[config.mk]
export PLATFORM = sky130hd
export DESIGN_NAME = instr_issue
export DESIGN_NICKNAME = d
export VERILOG_FILES = /design/src/rtl/instr_issue_pkg.sv /design/src/rtl/issue_fifo.sv /design/src/rtl/instr_issue.sv
export SDC_FILE = /design/constraint.sdc
export NUM_CORES = 1
export LEC_CHECK = 0
export CELL_PAD_IN_SITES_DETAIL_PLACEMENT = 0
export CELL_PAD_IN_SITES_GLOBAL_PLACEMENT = 1
export CORE_UTILIZATION = 39
export CTS_BUF_LIST = sky130_fd_sc_hd__clkbuf_4 sky130_fd_sc_hd__clkbuf_8
export DETAILED_ROUTE_END_ITERATION = 8
export GPL_ROUTABILITY_DRIVEN = 0
export PLACE_DENSITY_LB_ADDON = 0.1
export SETUP_SLACK_MARGIN = 0.1
export SLEW_MARGIN = 15
export SYNTH_ARGS = -nofsm -noshare
export SYNTH_HDL_FRONTEND = slang
export SYNTH_SLANG_ARGS = --single-unit
[constraint.sdc]
create_clock -name clk -period 4.65 [get_ports clk]
set_input_delay 0.93 -clock clk [delete_from_list [all_inputs] [get_ports clk]]
set_output_delay 0.93 -clock clk [all_outputs]
set_load 0.02 [all_outputs]
[src/rtl/instr_issue_pkg.sv]
// Shared types for the instruction issue stage: FSM states, default PC
// step and the {pc, word} record buffered between fetch and execute.
package instr_issue_pkg;

   typedef enum logic [1:0] {
      IDLE = 2'd0,
      WAIT = 2'd1,
      DROP = 2'd2
   } issue_state_t;

   localparam int PC_STEP_DEFAULT = 4;

   typedef struct packed {
      logic [31:0] pc;
      logic [31:0] word;
   } fifo_entry_t;

endpackage

[src/rtl/issue_fifo.sv]
// Small circular buffer of fetched {pc, word} entries with a synchronous
// flush and a combinational head read.
module issue_fifo
   import instr_issue_pkg::*;
#(
   parameter int DEPTH = 2
) (
   input  logic                         clk,
   input  logic                         reset,
   input  logic                         flush,
   input  logic                         push,
   input  logic                         pop,
   input  logic [$bits(fifo_entry_t)-1:0] wdata,
   output logic [$bits(fifo_entry_t)-1:0] rdata,
   output logic [$clog2(DEPTH+1)-1:0]   count
);

   localparam int PW = $clog2(DEPTH);
   localparam int CW = $clog2(DEPTH+1);
   localparam int EW = $bits(fifo_entry_t);

   logic [EW-1:0] mem [DEPTH];
   logic [PW-1:0] rdPtr;
   logic [PW-1:0] wrPtr;

   // Storage is cleared on reset so the head reads as zero until the first push;
   // a flush only rewinds the pointers and leaves stale data behind the empty head.
   always_ff @(posedge clk) begin
      if (reset) begin
         rdPtr <= '0;
         wrPtr <= '0;
         count <= '0;
         for (int i = 0; i < DEPTH; i++) begin
            mem[i] <= '0;
         end
      end else if (flush) begin
         rdPtr <= '0;
         wrPtr <= '0;
         count <= '0;
      end else begin
         if (push) begin
            mem[wrPtr] <= wdata;
            wrPtr      <= wrPtr + PW'(1);
         end
         if (pop) begin
            rdPtr <= rdPtr + PW'(1);
         end
         count <= count + CW'(push) - CW'(pop);
      end
   end

   assign rdata = mem[rdPtr];

endmodule

[src/rtl/instr_issue.sv]
// Fetch/issue front end: owns the fetch PC, keeps one instruction-memory
// request outstanding and hands buffered words to execute via valid/ready.
module instr_issue
   import instr_issue_pkg::*;
#(
   parameter int          DEPTH    = 2,
   parameter logic [31:0] RESET_PC = 32'h0000_0000,
   parameter int          PC_STEP  = PC_STEP_DEFAULT
) (
   input  logic                       clk,
   input  logic                       reset,
   output logic                       imem_req,
   output logic [31:0]                imem_addr,
   input  logic                       imem_ack,
   input  logic [31:0]                imem_rdata,
   output logic                       ins_valid,
   output logic [31:0]                ins,
   output logic [31:0]                ins_pc,
   input  logic                       ins_ready,
   input  logic                       redirect,
   input  logic [31:0]                redirect_pc,
   output logic [$clog2(DEPTH+1)-1:0] count
);

   localparam logic [31:0] DEPTH_W = 32'(DEPTH);
   localparam logic [31:0] STEP_W  = 32'(PC_STEP);

   issue_state_t state;
   issue_state_t nextState;
   logic [31:0]  pc;
   logic [31:0]  nextPc;
   logic [31:0]  reqAddr;
   logic [31:0]  nextReqAddr;
   logic [31:0]  pcInc;
   logic [31:0]  occAfterPush;
   logic         push;
   logic         pop;
   fifo_entry_t  pushEntry;
   fifo_entry_t  headEntry;

   // State, fetch PC and outstanding request address
   always_ff @(posedge clk) begin
      if (reset) begin
         state   <= IDLE;
         pc      <= RESET_PC;
         reqAddr <= RESET_PC;
      end else begin
         state   <= nextState;
         pc      <= nextPc;
         reqAddr <= nextReqAddr;
      end
   end

   assign pcInc        = pc + STEP_W;
   assign occAfterPush = 32'(count) + 32'd1 - 32'(pop);
   assign pop          = ins_valid & ins_ready & ~redirect;
   assign push         = (state == WAIT) & imem_ack & ~redirect;

   // Next-state logic; a redirect always wins over issuing or accepting data,
   // and an abandoned request is still carried through DROP until memory acks it
   always_comb begin
      nextState   = state;
      nextPc      = pc;
      nextReqAddr = reqAddr;
      unique case (state)
         IDLE: begin
            if (redirect) begin
               nextPc = redirect_pc;
            end else if (32'(count) < DEPTH_W) begin
               nextReqAddr = pc;
               nextState   = WAIT;
            end
         end
         WAIT: begin
            if (redirect) begin
               nextPc    = redirect_pc;
               nextState = imem_ack ? IDLE : DROP;
            end else if (imem_ack) begin
               nextPc = pcInc;
               if (occAfterPush < DEPTH_W) begin
                  nextReqAddr = pcInc;
               end else begin
                  nextState = IDLE;
               end
            end
         end
         DROP: begin
            if (redirect) begin
               nextPc = redirect_pc;
            end
            if (imem_ack) begin
               nextState = IDLE;
            end
         end
         default: begin
            nextState = IDLE;
         end
      endcase
   end

   assign pushEntry.pc   = reqAddr;
   assign pushEntry.word = imem_rdata;

   issue_fifo #(
      .DEPTH (DEPTH)
   ) u_fifo (
      .clk   (clk),
      .reset (reset),
      .flush (redirect),
      .push  (push),
      .pop   (pop),
      .wdata (pushEntry),
      .rdata (headEntry),
      .count (count)
   );

   assign imem_req  = (state == WAIT) || (state == DROP);
   assign imem_addr = reqAddr;
   assign ins_valid = (count != '0);
   assign ins       = headEntry.word;
   assign ins_pc    = headEntry.pc;

endmodule
==> results of run 1 <==
## worst max-delay path by stage
stage	from	end	slack, ns
after floorplan	redirect	u_fifo.mem[0][0]	1.37
after global placement	redirect	pc[4]	1.11
after detailed placement	redirect	pc[7]	1.07
after CTS	flip-flop	ins_pc[7]	1.14
after global routing	flip-flop	ins_pc[2]	1.05
final	flip-flop	ins_pc[29]	1.20
## layout by cell type (no fill, tap or decap), drive strengths merged, types with 7 or more instances in the layout
cell type	Yosys	layout
inv	9	16
and3	11	11
a211oi	32	32
clkbuf	41	17
clkinv	0	8
ha	8	8
and2	135	135
dfxtp	71	71
xnor2	17	17
a31oi	9	9
clkdlybuf4s50	0	167
a21oi	22	22
mux2	64	64
xor2	15	15
nor2	68	68
o21ai	23	23
buf	29	15
nand3	22	22
nor3	22	22
nand2	43	43
nand4	22	22
nor4	7	7
mux2i	7	7
edfxtp	128	128
## tightest hold or removal path, cell delays in order (launching register included)
cell and delay [ns]:
dfxtp_1 0.34, mux2i_1 0.07, nor2_1 0.07
## metal layers
| metal | wire length [um] | up-vias | part of all wire, % | GRT usage, % |
|---|---|---|---|---|
| li1 | - | 3396 | - | - |
| met3 | 998 | 9 | 4.3 | 3.41 |
| met5 | 0 | - | 0 | 0 |
| met1 | 11600 | 3276 | 50 | 27.4 |
| met2 | 10500 | 177 | 45 | 28.0 |
| met4 | 169 | 0 | 0.73 | 3.63 |
## cell families after synthesis
group / Yosys count / synth area share [%]
mux: 71 / 8.21
fa+ha+maj: 8 / 1.04
flops: 199 / 54.7
simple gates: 349 / 20.0
xor+xnor: 32 / 2.91
compound gates: 130 / 9.56
buf+inv: 79 / 3.55
## final cells by class
type,count,area [sq um]
Fill cell,2238,12300
Sequential cell,199,5270
Multi-Input combinational cell,590,4070
Timing Repair Buffer,182,1820
Tap cell,324,405
Clock buffer,17,234
Clock inverter,15,171
Inverter,9,33.8
## power groups by stage
stage	Combinational [uW]	Clock (uW)	Sequential [uW]
global placement	1670	0	2490
detailed placement	1680	0	2500
finish	1670	1110	2450
CTS	1690	1150	2450
global route	1820	1220	2500
floorplan	970	0	2490
## registers in the layout, summed over array words and instances, names as in the netlist, named ones only
name          count
u_fifo.wrPtr      1
u_fifo.mem      128
imem_addr        32
u_fifo.rdPtr      1
state             2
u_fifo.count      2
pc               32
## stage by stage
stage / instances / power [uW] / util (%) / hold slack, ns
6_report: 1336 / 5240 / 49.5 / 0.505
3_5_place_dp: 1304 / 4180 / 47.8 / 0.487
4_1_cts: 1336 / 5290 / 49.5 / 0.508
3_3_place_gp: 1304 / 4160 / 47.8 / 0.479
5_1_grt: 1336 / 5540 / 49.5 / 0.547
2_1_floorplan: 868 / 3460 / - / 0.463
==> impl_results.md, run 1 <==
* Outcome: complete, no violations
* Int Pwr at about 3300 uW
* R2R Path Start: state[1]
* DR WL/cell at ~17 um
* Final Cell Area at approximately 12000 sq um
* Critical path buffers and inverters at 2
* Sink of the worst hold path: imem_addr[1]
* Reg2Reg Depth at 8
* Hold Path Depth at 2
* Primary FF master, synth: edfxtp_1
* Cell with the most instances after synthesis: and2_1
* P per Cell Area at ~440 nW/um^2
* Area of the mapped netlist at slightly below 10000 sq um
* Antenna-violating nets left at 0
* IO Count at roughly 170
* Synthesized instance count at a little under 900
* Worst-path cell with the longest stage delay: buf_4
* Pre-Repair DR Iteration Count at 4
* Worst Skew at 0.0176 ns
* Peak supply drop at a little under 0.0004 V
* Final setup vio count at 0
* Starting density of the core at 39.7%
* Num rows at between 50 and 60
* CTS Sinks at 199
* Clk buf depth at 2
* Cell variety after synth at 67
* P_leak at about 0.0043 uW
* Syn_nets at 945
* Setup TNS at 0 ns
* Clock root buffer: clkbuf_8
* Area contributors post-synth: edfxtp_1 40%, dfxtp_1 15%, and2_1 8.7%
* Slowest stage delay, CP at between 0.6 and 0.7 ns
* Post-synth top area cell: edfxtp_1
* Clk Latency, worst-skew pair at roughly 0.47 ns
* Vias at around 6900
* Commonest cells post-synth: 134 x and2_1, 128 x edfxtp_1, 71 x dfxtp_1
* Ratio of cells with drive above 1 in the final layout at between 10 and 15%
* Die area at around 25000 sq um
* Mean number of vias per cell at 5.13
* RSZ-0062 raised after global routing: no
* Initial antenna violation count at 0
* Die Y at 159 um
* Post-synth EDFFs at 128
* Syn-to-layout area delta at 24.6%
* Total of max-cap violations at 0
* Clock Pin Slew Worst Setup and Hold Paths at between 0.1 and 0.15 ns
* Critical path fanouts, max at between 60 and 70
* Clock network fraction of total power at a little over a fifth
* Final setup margin at approximately 1.2 ns
* CP Class: reg2out
* Post-synth top area share at between 30% and 40%
* Worst slack, placed at ~1.1 ns
* Num CTS Buffers at 17
* Slew headroom at between 30 and 40%
* CP Capture Type: primary output
* DP Area at around 12000 sq um
* Port-buffer cells at 168
* Crit path depth at 3
* Worst min path class: reg2reg
* Mean Syn Cell Area at about 11 sq um
* Nets at between 1000 and 1500
* Worst EP arrival at around 2.5 ns
* DRT iter0 DRCs at roughly 440
* Combinational Power Share at approximately a third
* Hold Path Origin: pc[1]
* Hold-fix buffers, CTS at 0
* Synth warn at 0
* Total core area at roughly 24000 sq um
* Tmin final at 3.45 ns
* First-pass GRT wire length at 36500 um
* Ant. Diodes at 0
* Gr usage total at 18.4%
* Hold violation count in the final report at 0
* TritonCTS clock tree: yes
* Post-CTS Setup Inserts at 0
* GR Overflow Total at 0
* Delay-heaviest family, CP: buffers and inverters
* Worst-margin pin slew at between 1 and 1.5 ns
* Yosys reg bits at roughly 200
* Critical Path Source Type: flip-flop
* Sequential Power Share at 46.8%
* HPWL Detailed at around 15000 um
* Pin count of the biggest net entering global routing at 65
* Worst reg2reg endpoint: pc[30]
* Vias in the first global route at 6340
* Detailed-route DRC error count at 0
* Synth async-reset ratio at 0%
* Drt total wl at ~23000 um
* Post-CTS Resized at 0
* Cells along the critical path: buf_4 -> mux2_2 -> clkdlybuf4s50_1
* Switching part of the total at a little under two fifths
* P_sw at between 1500 and 2000 uW
* R2R Setup Slk at roughly 2.0 ns
* Fmax at just under 300 MHz
* Max-slew violations at 0
* Required time of the critical path at about 3.7 ns
* Chip Width at 159 um
* Htree depth at 4
* Seq/Total Area, Yosys at between 50% and 60%
* Tcrit/Tclk final at between 70% and 80%
Note: power is estimated with default switching activity, not from simulation.
==> inputs of run 2 (changes only) <==
--- a/config.mk
+++ b/config.mk
@@ -7,7 +7,7 @@
 export LEC_CHECK = 0
 export CELL_PAD_IN_SITES_DETAIL_PLACEMENT = 0
 export CELL_PAD_IN_SITES_GLOBAL_PLACEMENT = 1
-export CORE_UTILIZATION = 39
+export CORE_UTILIZATION = 40
 export CTS_BUF_LIST = sky130_fd_sc_hd__clkbuf_4 sky130_fd_sc_hd__clkbuf_8
 export DETAILED_ROUTE_END_ITERATION = 8
 export GPL_ROUTABILITY_DRIVEN = 0
==> constraint.sdc (replaced) <==
create_clock -name clk -period 3.4 [get_ports clk]
set_input_delay 0.68 -clock clk [delete_from_list [all_inputs] [get_ports clk]]
set_output_delay 0.68 -clock clk [all_outputs]
set_load 0.02 [all_outputs]
==> run 2 against run 1 <==
Against the previous run: global-route usage is 0.69 points higher; register-to-register slack worse by 1.0 ns; critical path depth stayed put; sequential share of layout area is 0.56 points lower; worst hold slack better by 0.0026 ns; sequential cell count stayed put; combinational power is 41% higher; setup slack worse by 0.77 ns; via count hardly changed; die area is 2.5% lower; largest cell class unchanged.
==> impl_results.md, run 2 (same netlist as run 1, synthesis figures left out) <==
* Sequential cell area at 5270 sq um (unchanged)
* P_leak at 0.00438 uW (+1.8%)
* CP Capture Type: primary output
* Met3 wire length at 1080 um (+8.0%)
* Outcome: complete, no violations
* Worst reg2reg endpoint: pc[20]
* CTS Sinks at 199 (unchanged)
* Top reg by flops: u_fifo.mem
* Peak supply drop at 0.000392 V (+2.0%)
* Syn-to-layout area delta at 26.2%
* Detailed-route DRC error count at 0 (unchanged)
* Hold violation count in the final report at 0 (unchanged)
* Routed length on met2 at 10600 um (+1.1%)
* R2R Setup Slk at 0.94 ns (-1.01 ns)
* Clock root buffer: clkbuf_8
* Crit path depth at 3 (unchanged)
* Worst Skew at 0.0254 ns (+0.00782 ns)
* R2R Path Start: state[1]
* Worst slack, placed at 0.415 ns (-0.650 ns)
* Initial antenna violation count at 0 (unchanged)
* RSZ-0062 raised after global routing: no
* Max-slew violations at 0 (unchanged)
* GR Overflow Total at 0 (unchanged)
* Worst EP arrival at 2.30 ns (-0.22 ns)
* Gr usage total at 19.1% (+0.69 points)
* First-pass GRT wire length at 36000 um (-1.2%)
* Required time of the critical path at 2.72 ns (-1.00 ns)
* Highest-count cells in the layout ignoring fill and taps: 167 x clkdlybuf4s50_1, 134 x and2_1, 128 x edfxtp_1
* Starting density of the core at 40.9% (+1.2 points)
* Num rows at 56 (-1.8%)
* DRT iter0 DRCs at 396 (-11%)
* Hold Path Origin: pc[1]
* Chip Width at 157 um (-1.2%)
* Hold-fix buffers, CTS at 0 (unchanged)
* Critical path buffers and inverters at 2 (unchanged)
* Fmax at about 340 MHz
* Htree depth at 4 (unchanged)
* Reg2Reg Depth at 8 (unchanged)
* Final setup margin at 0.421 ns (-0.774 ns)
* Tmin final at approximately 3.0 ns
* Tcrit/Tclk final at between 80 and 90%
* Top sig layer: met4
* HPWL Detailed at 15600 um (+4.3%)
* Pre-Repair DR Iteration Count at 5 (+1)
* Slew headroom at 43.8% (+11 points)
* Clock Pin Slew Worst Setup and Hold Paths at 0.11 ns (about the same)
* Num CTS Buffers at 17 (unchanged)
* Total core area at 23500 sq um (-2.9%)
* CP Class: reg2out
* TritonCTS clock tree: yes
* Final setup vio count at 0 (unchanged)
* Total of max-cap violations at 0 (unchanged)
* Drt total wl at 23100 um (-0.95%)
* Largest register FFs at 128 (unchanged)
* IO Count at 169 (unchanged)
* Clk buf depth at 2 (unchanged)
* P per Cell Area at 593 nW/um^2 (+36%)
* Hold Path Depth at 2 (unchanged)
* Sink of the worst hold path: imem_addr[1]
* Ratio of cells with drive above 1 in the final layout at 14.7% (+1.3 points)
* Delay-heaviest family, CP: buffers and inverters
* Clk Latency, worst-skew pair at 0.46 ns (about the same)
* Cells along the critical path: buf_4 -> mux2_2 -> clkdlybuf4s50_1
* Met1 wire length at 11100 um (-4.6%)
* Die Y at 157 um (-1.2%)
* Pin count of the biggest net entering global routing at 65 (unchanged)
* Worst-path cell with the longest stage delay: dfxtp_2
* Die area at 24700 sq um (-2.5%)
* Worst-margin pin slew at 0.842 ns (-0.159 ns)
* Port-buffer cells at 168 (unchanged)
* Vias in the first global route at 6456 (+1.8%)
* Critical Path Source Type: flip-flop
* Post-CTS Setup Inserts at 0 (unchanged)
* Vias at 6863 (+0.073%)
* Commonest non-fill, non-tap cell in the layout: clkdlybuf4s50_1
* Nets at 1091 (+1.4%)
* Fill count at 2167 (-3.2%)
* Mean number of vias per cell at 5.10 (-0.60%)
* Setup TNS at 0 ns (unchanged)
* Post-CTS Resized at 0 (unchanged)
* Worst min path class: reg2reg
* Ant. Diodes at 0 (unchanged)
* Multi-input gate area at 4070 sq um (unchanged)
* DR WL/cell at 17.1 um (-1.6%)
* Slowest stage delay, CP at 0.58 ns (-0.07 ns)
* Antenna-violating nets left at 0 (unchanged)
* Critical path fanouts, max at 16 (-75%)
run 2: power by group:
part / internal, uW / switching, uW / leakage [uW]
Combinational: 1060 / 1300 / 0.00228
Sequential: 2950 / 396 / 0.00191
Clock: 608 / 891 / 0.000193
run 2: cell type report:
cell class	instances	area share [%]
Sequential cell	199	43.3
Multi-Input combinational cell	590	33.5
Timing Repair Buffer	197	16.4
Tap cell	319	3.28
Clock buffer	17	1.93
Clock inverter	14	1.30
Inverter	9	0.278
run 2: stage by stage:
step	total power [uW]	instance area, sq um	cells	hold WS [ns]	utilization (%)
floorplan	4730	9630	868	0.463	-
global placement	5750	11800	1314	0.480	49.9
detailed placement	5780	11800	1314	0.490	49.9
CTS	7280	12200	1345	0.513	51.6
global route	7630	12200	1345	0.553	51.6
finish	7200	12200	1345	0.507	51.6
run 2: tightest hold or removal path: cells and delay by family (launching register included):
| kind | cells | cell delay, ns |
|---|---|---|
| muxes | 1 | 0.07 |
| and+or+nand+nor | 1 | 0.07 |
| DFF | 1 | 0.34 |
run 2: worst max path at each step:
stage,endpoint,startpoint
after detailed placement,imem_addr[0],redirect
after global placement,imem_addr[0],redirect
after global routing,ins[5],flip-flop
after CTS,ins[26],flip-flop
after floorplan,u_fifo.mem[0][0],redirect
final,ins[26],flip-flop
run 2: routing by layer:
| layer | vias to the layer above | track usage [%] |
|---|---|---|
| met5 | - | 0 |
| met4 | 0 | 5.92 |
| met3 | 17 | 3.17 |
| met2 | 175 | 30.6 |
| met1 | 3245 | 26.4 |
| li1 | 3426 | - |
